$ cat src/rtl/regfile_pkg.sv
// Shared types and sizing helper for the register file bank.
package regfile_pkg;

    // Array controller state: normal operation or sweep-clear in progress.
    typedef enum logic {
        ST_IDLE  = 1'b0,
        ST_CLEAR = 1'b1
    } rf_state_e;

    // Number of registers addressable with addr_w address bits.
    function automatic int unsigned rf_depth(input int unsigned addr_w);
        return 32'(1) << addr_w;
    endfunction

endpackage

$ cat src/rtl/regfile_scoreboard.sv
// Per-register pending scoreboard with set-over-clear priority and bypass masking.
module regfile_scoreboard
    import regfile_pkg::*;
#(
    parameter int unsigned ADDR_W   = 4,
    parameter int unsigned ZERO_REG = 1,
    parameter int unsigned BYPASS   = 1
) (
    input  logic              clk,
    input  logic              reset,
    input  logic              i_busy,
    input  logic              i_clear,
    input  logic              i_wr_en,
    input  logic [ADDR_W-1:0] i_wr_reg,
    input  logic              i_issue_valid,
    input  logic [ADDR_W-1:0] i_issue_reg,
    input  logic [ADDR_W-1:0] i_rd_reg1,
    input  logic [ADDR_W-1:0] i_rd_reg2,
    output logic              o_pend1_c,
    output logic              o_pend2_c
);

    localparam int unsigned DEPTH = rf_depth(ADDR_W);
    localparam bit          ZR    = (ZERO_REG != 0);
    localparam bit          BP    = (BYPASS != 0);

    logic [DEPTH-1:0] r_pend;
    logic [DEPTH-1:0] w_pend_nxt;
    logic             w_iss_en;

    // A claim is accepted only in normal operation and never for a hardwired zero register.
    assign w_iss_en = !i_busy && !i_clear && i_issue_valid
                      && !(ZR && (i_issue_reg == '0));

    // Next pending vector: clear-all, then write-clear, then issue-set so the newest producer wins.
    always_comb begin
        w_pend_nxt = r_pend;
        if (i_clear) begin
            w_pend_nxt = '0;
        end else begin
            if (i_wr_en) begin
                w_pend_nxt[i_wr_reg] = 1'b0;
            end
            if (w_iss_en) begin
                w_pend_nxt[i_issue_reg] = 1'b1;
            end
        end
    end

    // Pending vector register.
    always_ff @(posedge clk or posedge reset) begin
        if (reset) begin
            r_pend <= '0;
        end else begin
            r_pend <= w_pend_nxt;
        end
    end

    // Read-side pending flags; a same-cycle write hides the hazard unless it is re-claimed.
    always_comb begin
        o_pend1_c = 1'b0;
        o_pend2_c = 1'b0;
        if (!i_busy) begin
            o_pend1_c = r_pend[i_rd_reg1];
            o_pend2_c = r_pend[i_rd_reg2];
            if (BP && i_wr_en && (i_wr_reg == i_rd_reg1)
                && !(w_iss_en && (i_issue_reg == i_rd_reg1))) begin
                o_pend1_c = 1'b0;
            end
            if (BP && i_wr_en && (i_wr_reg == i_rd_reg2)
                && !(w_iss_en && (i_issue_reg == i_rd_reg2))) begin
                o_pend2_c = 1'b0;
            end
        end
    end

endmodule

$ cat src/rtl/regfile_bank.sv
// Two-read/one-write register file with optional zero register, write bypass,
// pending scoreboard and a one-entry-per-cycle sweep-clear after reset or on request.
module regfile_bank
    import regfile_pkg::*;
#(
    parameter int unsigned DATA_W   = 32,
    parameter int unsigned ADDR_W   = 4,
    parameter int unsigned ZERO_REG = 1,
    parameter int unsigned BYPASS   = 1
) (
    input  logic              clk,
    input  logic              reset,
    input  logic [ADDR_W-1:0] readReg1,
    input  logic [ADDR_W-1:0] readReg2,
    output logic [DATA_W-1:0] readData1,
    output logic [DATA_W-1:0] readData2,
    input  logic [ADDR_W-1:0] writeReg,
    input  logic [DATA_W-1:0] writeData,
    input  logic              regWrite,
    input  logic              issueValid,
    input  logic [ADDR_W-1:0] issueReg,
    output logic              pending1,
    output logic              pending2,
    input  logic              clearReq,
    output logic              busy
);

    localparam int unsigned       DEPTH    = rf_depth(ADDR_W);
    localparam bit                ZR       = (ZERO_REG != 0);
    localparam bit                BP       = (BYPASS != 0);
    localparam logic [ADDR_W-1:0] LAST_IDX = ADDR_W'(DEPTH - 1);

    rf_state_e         r_state;
    rf_state_e         w_state_nxt;
    logic [ADDR_W-1:0] r_clr_ptr;
    logic [ADDR_W-1:0] w_clr_ptr_nxt;
    logic [DATA_W-1:0] r_mem [DEPTH];

    logic w_busy;
    logic w_clr_start;
    logic w_wr_en;

    assign w_busy      = (r_state == ST_CLEAR);
    assign w_clr_start = !w_busy && clearReq;
    // Effective write: idle, not displaced by a clear, and not aimed at a hardwired zero.
    assign w_wr_en     = !w_busy && !clearReq && regWrite && !(ZR && (writeReg == '0));
    assign busy        = w_busy;

    // Controller state and sweep pointer; reset always restarts the sweep from entry 0.
    always_ff @(posedge clk or posedge reset) begin
        if (reset) begin
            r_state   <= ST_CLEAR;
            r_clr_ptr <= '0;
        end else begin
            r_state   <= w_state_nxt;
            r_clr_ptr <= w_clr_ptr_nxt;
        end
    end

    // Next-state: enter the sweep on request, leave it after the last entry is cleared.
    always_comb begin
        w_state_nxt   = r_state;
        w_clr_ptr_nxt = r_clr_ptr;
        case (r_state)
            ST_IDLE: begin
                if (clearReq) begin
                    w_state_nxt   = ST_CLEAR;
                    w_clr_ptr_nxt = '0;
                end
            end
            ST_CLEAR: begin
                w_clr_ptr_nxt = r_clr_ptr + ADDR_W'(1);
                if (r_clr_ptr == LAST_IDX) begin
                    w_state_nxt = ST_IDLE;
                end
            end
            default: begin
                w_state_nxt   = ST_CLEAR;
                w_clr_ptr_nxt = '0;
            end
        endcase
    end

    // Storage array has no reset; the sweep zeroes one entry per cycle instead.
    always_ff @(posedge clk) begin
        if (w_busy) begin
            r_mem[r_clr_ptr] <= '0;
        end else if (w_wr_en) begin
            r_mem[writeReg] <= writeData;
        end
    end

    // Combinational read ports with zero register and optional same-cycle forwarding.
    always_comb begin
        readData1 = r_mem[readReg1];
        readData2 = r_mem[readReg2];
        if (BP && w_wr_en && (writeReg == readReg1)) begin
            readData1 = writeData;
        end
        if (BP && w_wr_en && (writeReg == readReg2)) begin
            readData2 = writeData;
        end
        if (ZR && (readReg1 == '0)) begin
            readData1 = '0;
        end
        if (ZR && (readReg2 == '0)) begin
            readData2 = '0;
        end
        if (w_busy) begin
            readData1 = '0;
            readData2 = '0;
        end
    end

    // Hazard scoreboard.
    regfile_scoreboard #(
        .ADDR_W   (ADDR_W),
        .ZERO_REG (ZERO_REG),
        .BYPASS   (BYPASS)
    ) u_scoreboard (
        .clk           (clk),
        .reset         (reset),
        .i_busy        (w_busy),
        .i_clear       (w_clr_start),
        .i_wr_en       (w_wr_en),
        .i_wr_reg      (writeReg),
        .i_issue_valid (issueValid),
        .i_issue_reg   (issueReg),
        .i_rd_reg1     (readReg1),
        .i_rd_reg2     (readReg2),
        .o_pend1_c     (pending1),
        .o_pend2_c     (pending2)
    );

endmodule

$ cat config.mk
export PLATFORM = sky130hd
export DESIGN_NAME = regfile_bank
export DESIGN_NICKNAME = d
export VERILOG_FILES = /design/src/rtl/regfile_pkg.sv /design/src/rtl/regfile_scoreboard.sv /design/src/rtl/regfile_bank.sv
export SDC_FILE = /design/constraint.sdc
export NUM_CORES = 1
export LEC_CHECK = 0
export CELL_PAD_IN_SITES_DETAIL_PLACEMENT = 0
export CELL_PAD_IN_SITES_GLOBAL_PLACEMENT = 1
export CORE_MARGIN = 4
export CORE_UTILIZATION = 40
export CTS_CLUSTER_SIZE = 28
export DETAILED_ROUTE_END_ITERATION = 10
export GPL_TIMING_DRIVEN = 0
export PLACE_DENSITY_LB_ADDON = 0.12
export SLEW_MARGIN = 20
export SYNTH_ARGS = -nofsm -noshare
export SYNTH_HDL_FRONTEND = slang
export SYNTH_SLANG_ARGS = --single-unit
export TNS_END_PERCENT = 1
$ cat constraint.sdc
create_clock -name clk -period 3.4 [get_ports clk]
set_clock_uncertainty 0.1 [all_clocks]
set_input_delay 0.68 -clock clk [delete_from_list [all_inputs] [get_ports clk]]
set_output_delay 0.68 -clock clk [all_outputs]
set_load 0.02 [all_outputs]
==> flow_summary.json <==
{
  "power_density_mw_per_mm2": 648.1,
  "synth_edf_count": 512,
  "core_area_mm2": 0.06308,
  "synth_most_common_cell": "edfxtp_1",
  "dieArea_mm2": 0.06790,
  "grt_pass1_wl_mm": 114.5,
  "yosysUniqueCellTypes": 49,
  "crit_type": "primary input to output port",
  "grt_overflow": 0,
  "cts_root_buf": "clkbuf_16",
  "hpwl_mm": 54.20,
  "antenna_left": 0,
  "p_seq_share_pct": 45.7,
  "comb_power_share_pct": 24.4,
  "hold_path.class": "primary input to asynchronous set/reset pin",
  "synth_ff_type": "edfxtp_1",
  "max-slew-margin-rel_pct": 29.55,
  "via_count": 15350,
  "syn_to_final_growth_pct": 20.48,
  "timing.rr.end": "r_mem[7][13]$_DFFE_PP_",
  "yosysSeqAreaShare_pct": 62.31,
  "grt_max_degree": 22,
  "first_iter_violations": 1291,
  "ys_seq_elements": 533,
  "clockBufferDepth": 3,
  "crit_path_end_kind": "output port",
  "dr.pass1.iters": 5,
  "path_max_fanout": 10,
  "setup_violations": 4,
  "tightestPinTransition_ns": 1.057,
  "start_util_pct": 40.45,
  "synthArstFlopShare_pct": 3.940,
  "layout-drive-gt1-share_pct": 37.32,
  "gp_congestion": 0.7991,
  "placed_area_mm2": 0.02854,
  "leakage_nw": 10.27,
  "dieHeight_um": 260.6,
  "fmax_mhz": 291.2,
  "clk_latency_ns": 0.62,
  "ys_warn_count": 0,
  "rows": 92,
  "final_area_mm2": 0.03074,
  "synth.area.top_cells": "edfxtp_1 (60%), mux4_2 (23%), a22oi_1 (3.8%), a22o_1 (2.3%), dfrtp_1 (2.0%)",
  "syn_inst": 1375,
  "first_global_vias": 16110,
  "syn_avg_cell_area_um2": 18.56,
  "antenna_found_initial": 0,
  "cts_tree": "yes",
  "numPortBuffers": 103,
  "syn-num-nets": 1429,
  "clockPowerShare_pct": 29.9,
  "numCtsBuffers": 59,
  "slew_violations": 0,
  "min_period_ns": 3.434,
  "numClockSinks": 533,
  "worst_setup_path_start_kind": "primary input",
  "routed_via_density": 6.212,
  "outcome": "finished with violations",
  "synth_largest_area_cell": "edfxtp_1",
  "rsz0062_at_grt": "yes",
  "fin_crit_sh_pct": 101.0,
  "worstPathArrival_ns": 2.65,
  "worstRegToRegCells": 6,
  "power.total_mw": 19.93,
  "required_ns": 2.62,
  "violations": "negative setup slack",
  "internal_power_mw": 14.09,
  "maxCapViolations": 0,
  "swShare_pct": 29.27,
  "path_clk_slew_ns": 0.06,
  "r2r-start": "busy$_DFF_PP1_",
  "drc": 0,
  "yosys-top-cells-count": "edfxtp_1 (512), mux4_2 (266), a22oi_1 (128)",
  "grt_util_all_layers_pct": 23.62,
  "drt_wl_total_mm": 80.32,
  "die_width_um": 260.6,
  "pin_count": 120,
  "p_sw_mw": 5.832,
  "finalHoldViolCount": 0,
  "setup_slack_ns": -0.03444,
  "cts-htree-levels": 2,
  "ir_worst_vdd_v": 0.0004487,
  "avgRoutedWirePerCell_um": 32.51,
  "reg2reg_slack_ns": 0.08,
  "fillCellCount": 5377,
  "synth_top_area_share_pct": 60.25,
  "netlist_area_mm2": 0.02552,
  "nets": 1631
}
worst max-delay path by stage:
stage               slack (ns)  cells past startpoint                      to      startpoint
detailed placement       -1.22                      8           readData1[21]        clearReq
floorplan                -0.58                      6   r_mem[9][0]$_DFFE_PP_        clearReq
CTS                      -0.09                      8           readData1[21]  busy$_DFF_PP1_
finish                   -0.03                      8           readData1[11]     readReg1[3]
global placement         -3.51                      7  r_mem[9][11]$_DFFE_PP_        regWrite
global route             -0.05                      8            readData1[0]     readReg1[3]
stage by stage:
stage / utilization (%) / setup WS (ns) / instances / hold WS (ns) / TNS (ns)
finish: 48.74 / -0.03444 / 2471 / 0.4338 / -0.07488
global route: 48.73 / -0.05103 / 2470 / 0.4378 / -0.1897
floorplan: - / -0.5806 / 1375 / 0.3769 / -127.48
global placement: 43.77 / -3.515 / 2324 / 0.4117 / -1734.51
detailed placement: 45.24 / -1.225 / 2354 / 0.4281 / -390.87
CTS: 48.66 / -0.08526 / 2472 / 0.3915 / -2.642
area by class of cell:
| type | instances | area, um2 | area share (%) |
|---|---|---|---|
| plain buffers | 125 | 1085 | 3.528 |
| repair buffers | 143 | 1702 | 5.535 |
| clock buffers | 78 | 1569 | 5.103 |
| well taps | 846 | 1059 | 3.443 |
| inverters | 6 | 22.52 | 0.07325 |
| diodes | 1 | 2.502 | 0.008139 |
| multi-input cells | 709 | 9209 | 29.95 |
| flip-flops and latches | 533 | 15900 | 51.72 |
| clock inverters | 30 | 195.2 | 0.6349 |
flip-flops by register name, indices dropped and copies added (netlist names):
name	count
busy	1
r_clr_ptr	4
r_mem	512
u_scoreboard.r_pend	16
cells in the final DEF (no fill, tap or decap), drive strengths merged, types with 3 or more instances in the layout:
cell type      netlist  routed
nor4                 4       4
nor2b                8       8
inv                  6       7
a32oi                3       3
o21ai               17      17
a22oi              128     128
mux2                 3       3
nand3                7       7
clkdlybuf4s50        0      35
xor2                16      16
nor3b                3       3
edfxtp             512     512
a22o                66      66
and2                36      36
nor2                25      25
buf                 58     163
mux4               266     266
clkbuf              69     144
nor3                 3       3
a21oi               21      21
clkinv               0      26
dfrtp               20      20
nand2               81      81
clkdlybuf4s15        0       3
critical path, cell delays in order:
cell      delay, ns
buf_2          0.26
buf_6          0.27
clkbuf_4       0.31
mux4_2         0.32
a22oi_1        0.29
nand2_1        0.11
a22o_4         0.25
buf_6          0.13
cells by family after synthesis:
kind of cell	Yosys count	share of synthesized area [%]
adders and majority gates	1	0.04902
DFF	533	62.31
AOI/OAI and AO/OA	245	7.296
buffers and inverters	133	2.756
muxes	269	23.61
and+or+nand+nor	177	3.393
xor gates and xnor gates	17	0.5835
power by group through the flow:
stage,registers (mW),clock network (mW),logic (mW)
4_1_cts,9.09,6.06,4.88
5_1_grt,9.22,6.34,5.08
6_report,9.10,5.96,4.86
3_3_place_gp,9.30,0,4.04
2_1_floorplan,9.11,0,2.52
3_5_place_dp,9.22,0,4.80
repair_timing:
item	CTS	global route
resized for setup	435	44
setup endpoints to repair	66	66
setup buffers	9	2
cloned	1	0
hold buffers	0	0
pin swaps	6	7
per-layer routing:
metal  routed length, um  vias up  track usage (%)
met5                   0        -                0
met4                1936        0            6.247
met3                4977      124            4.415
met2               40360      558            39.83
met1               33050     8365            31.85
li1                    -     6303                -
No activity file was read; power rests on OpenSTA's default activity.
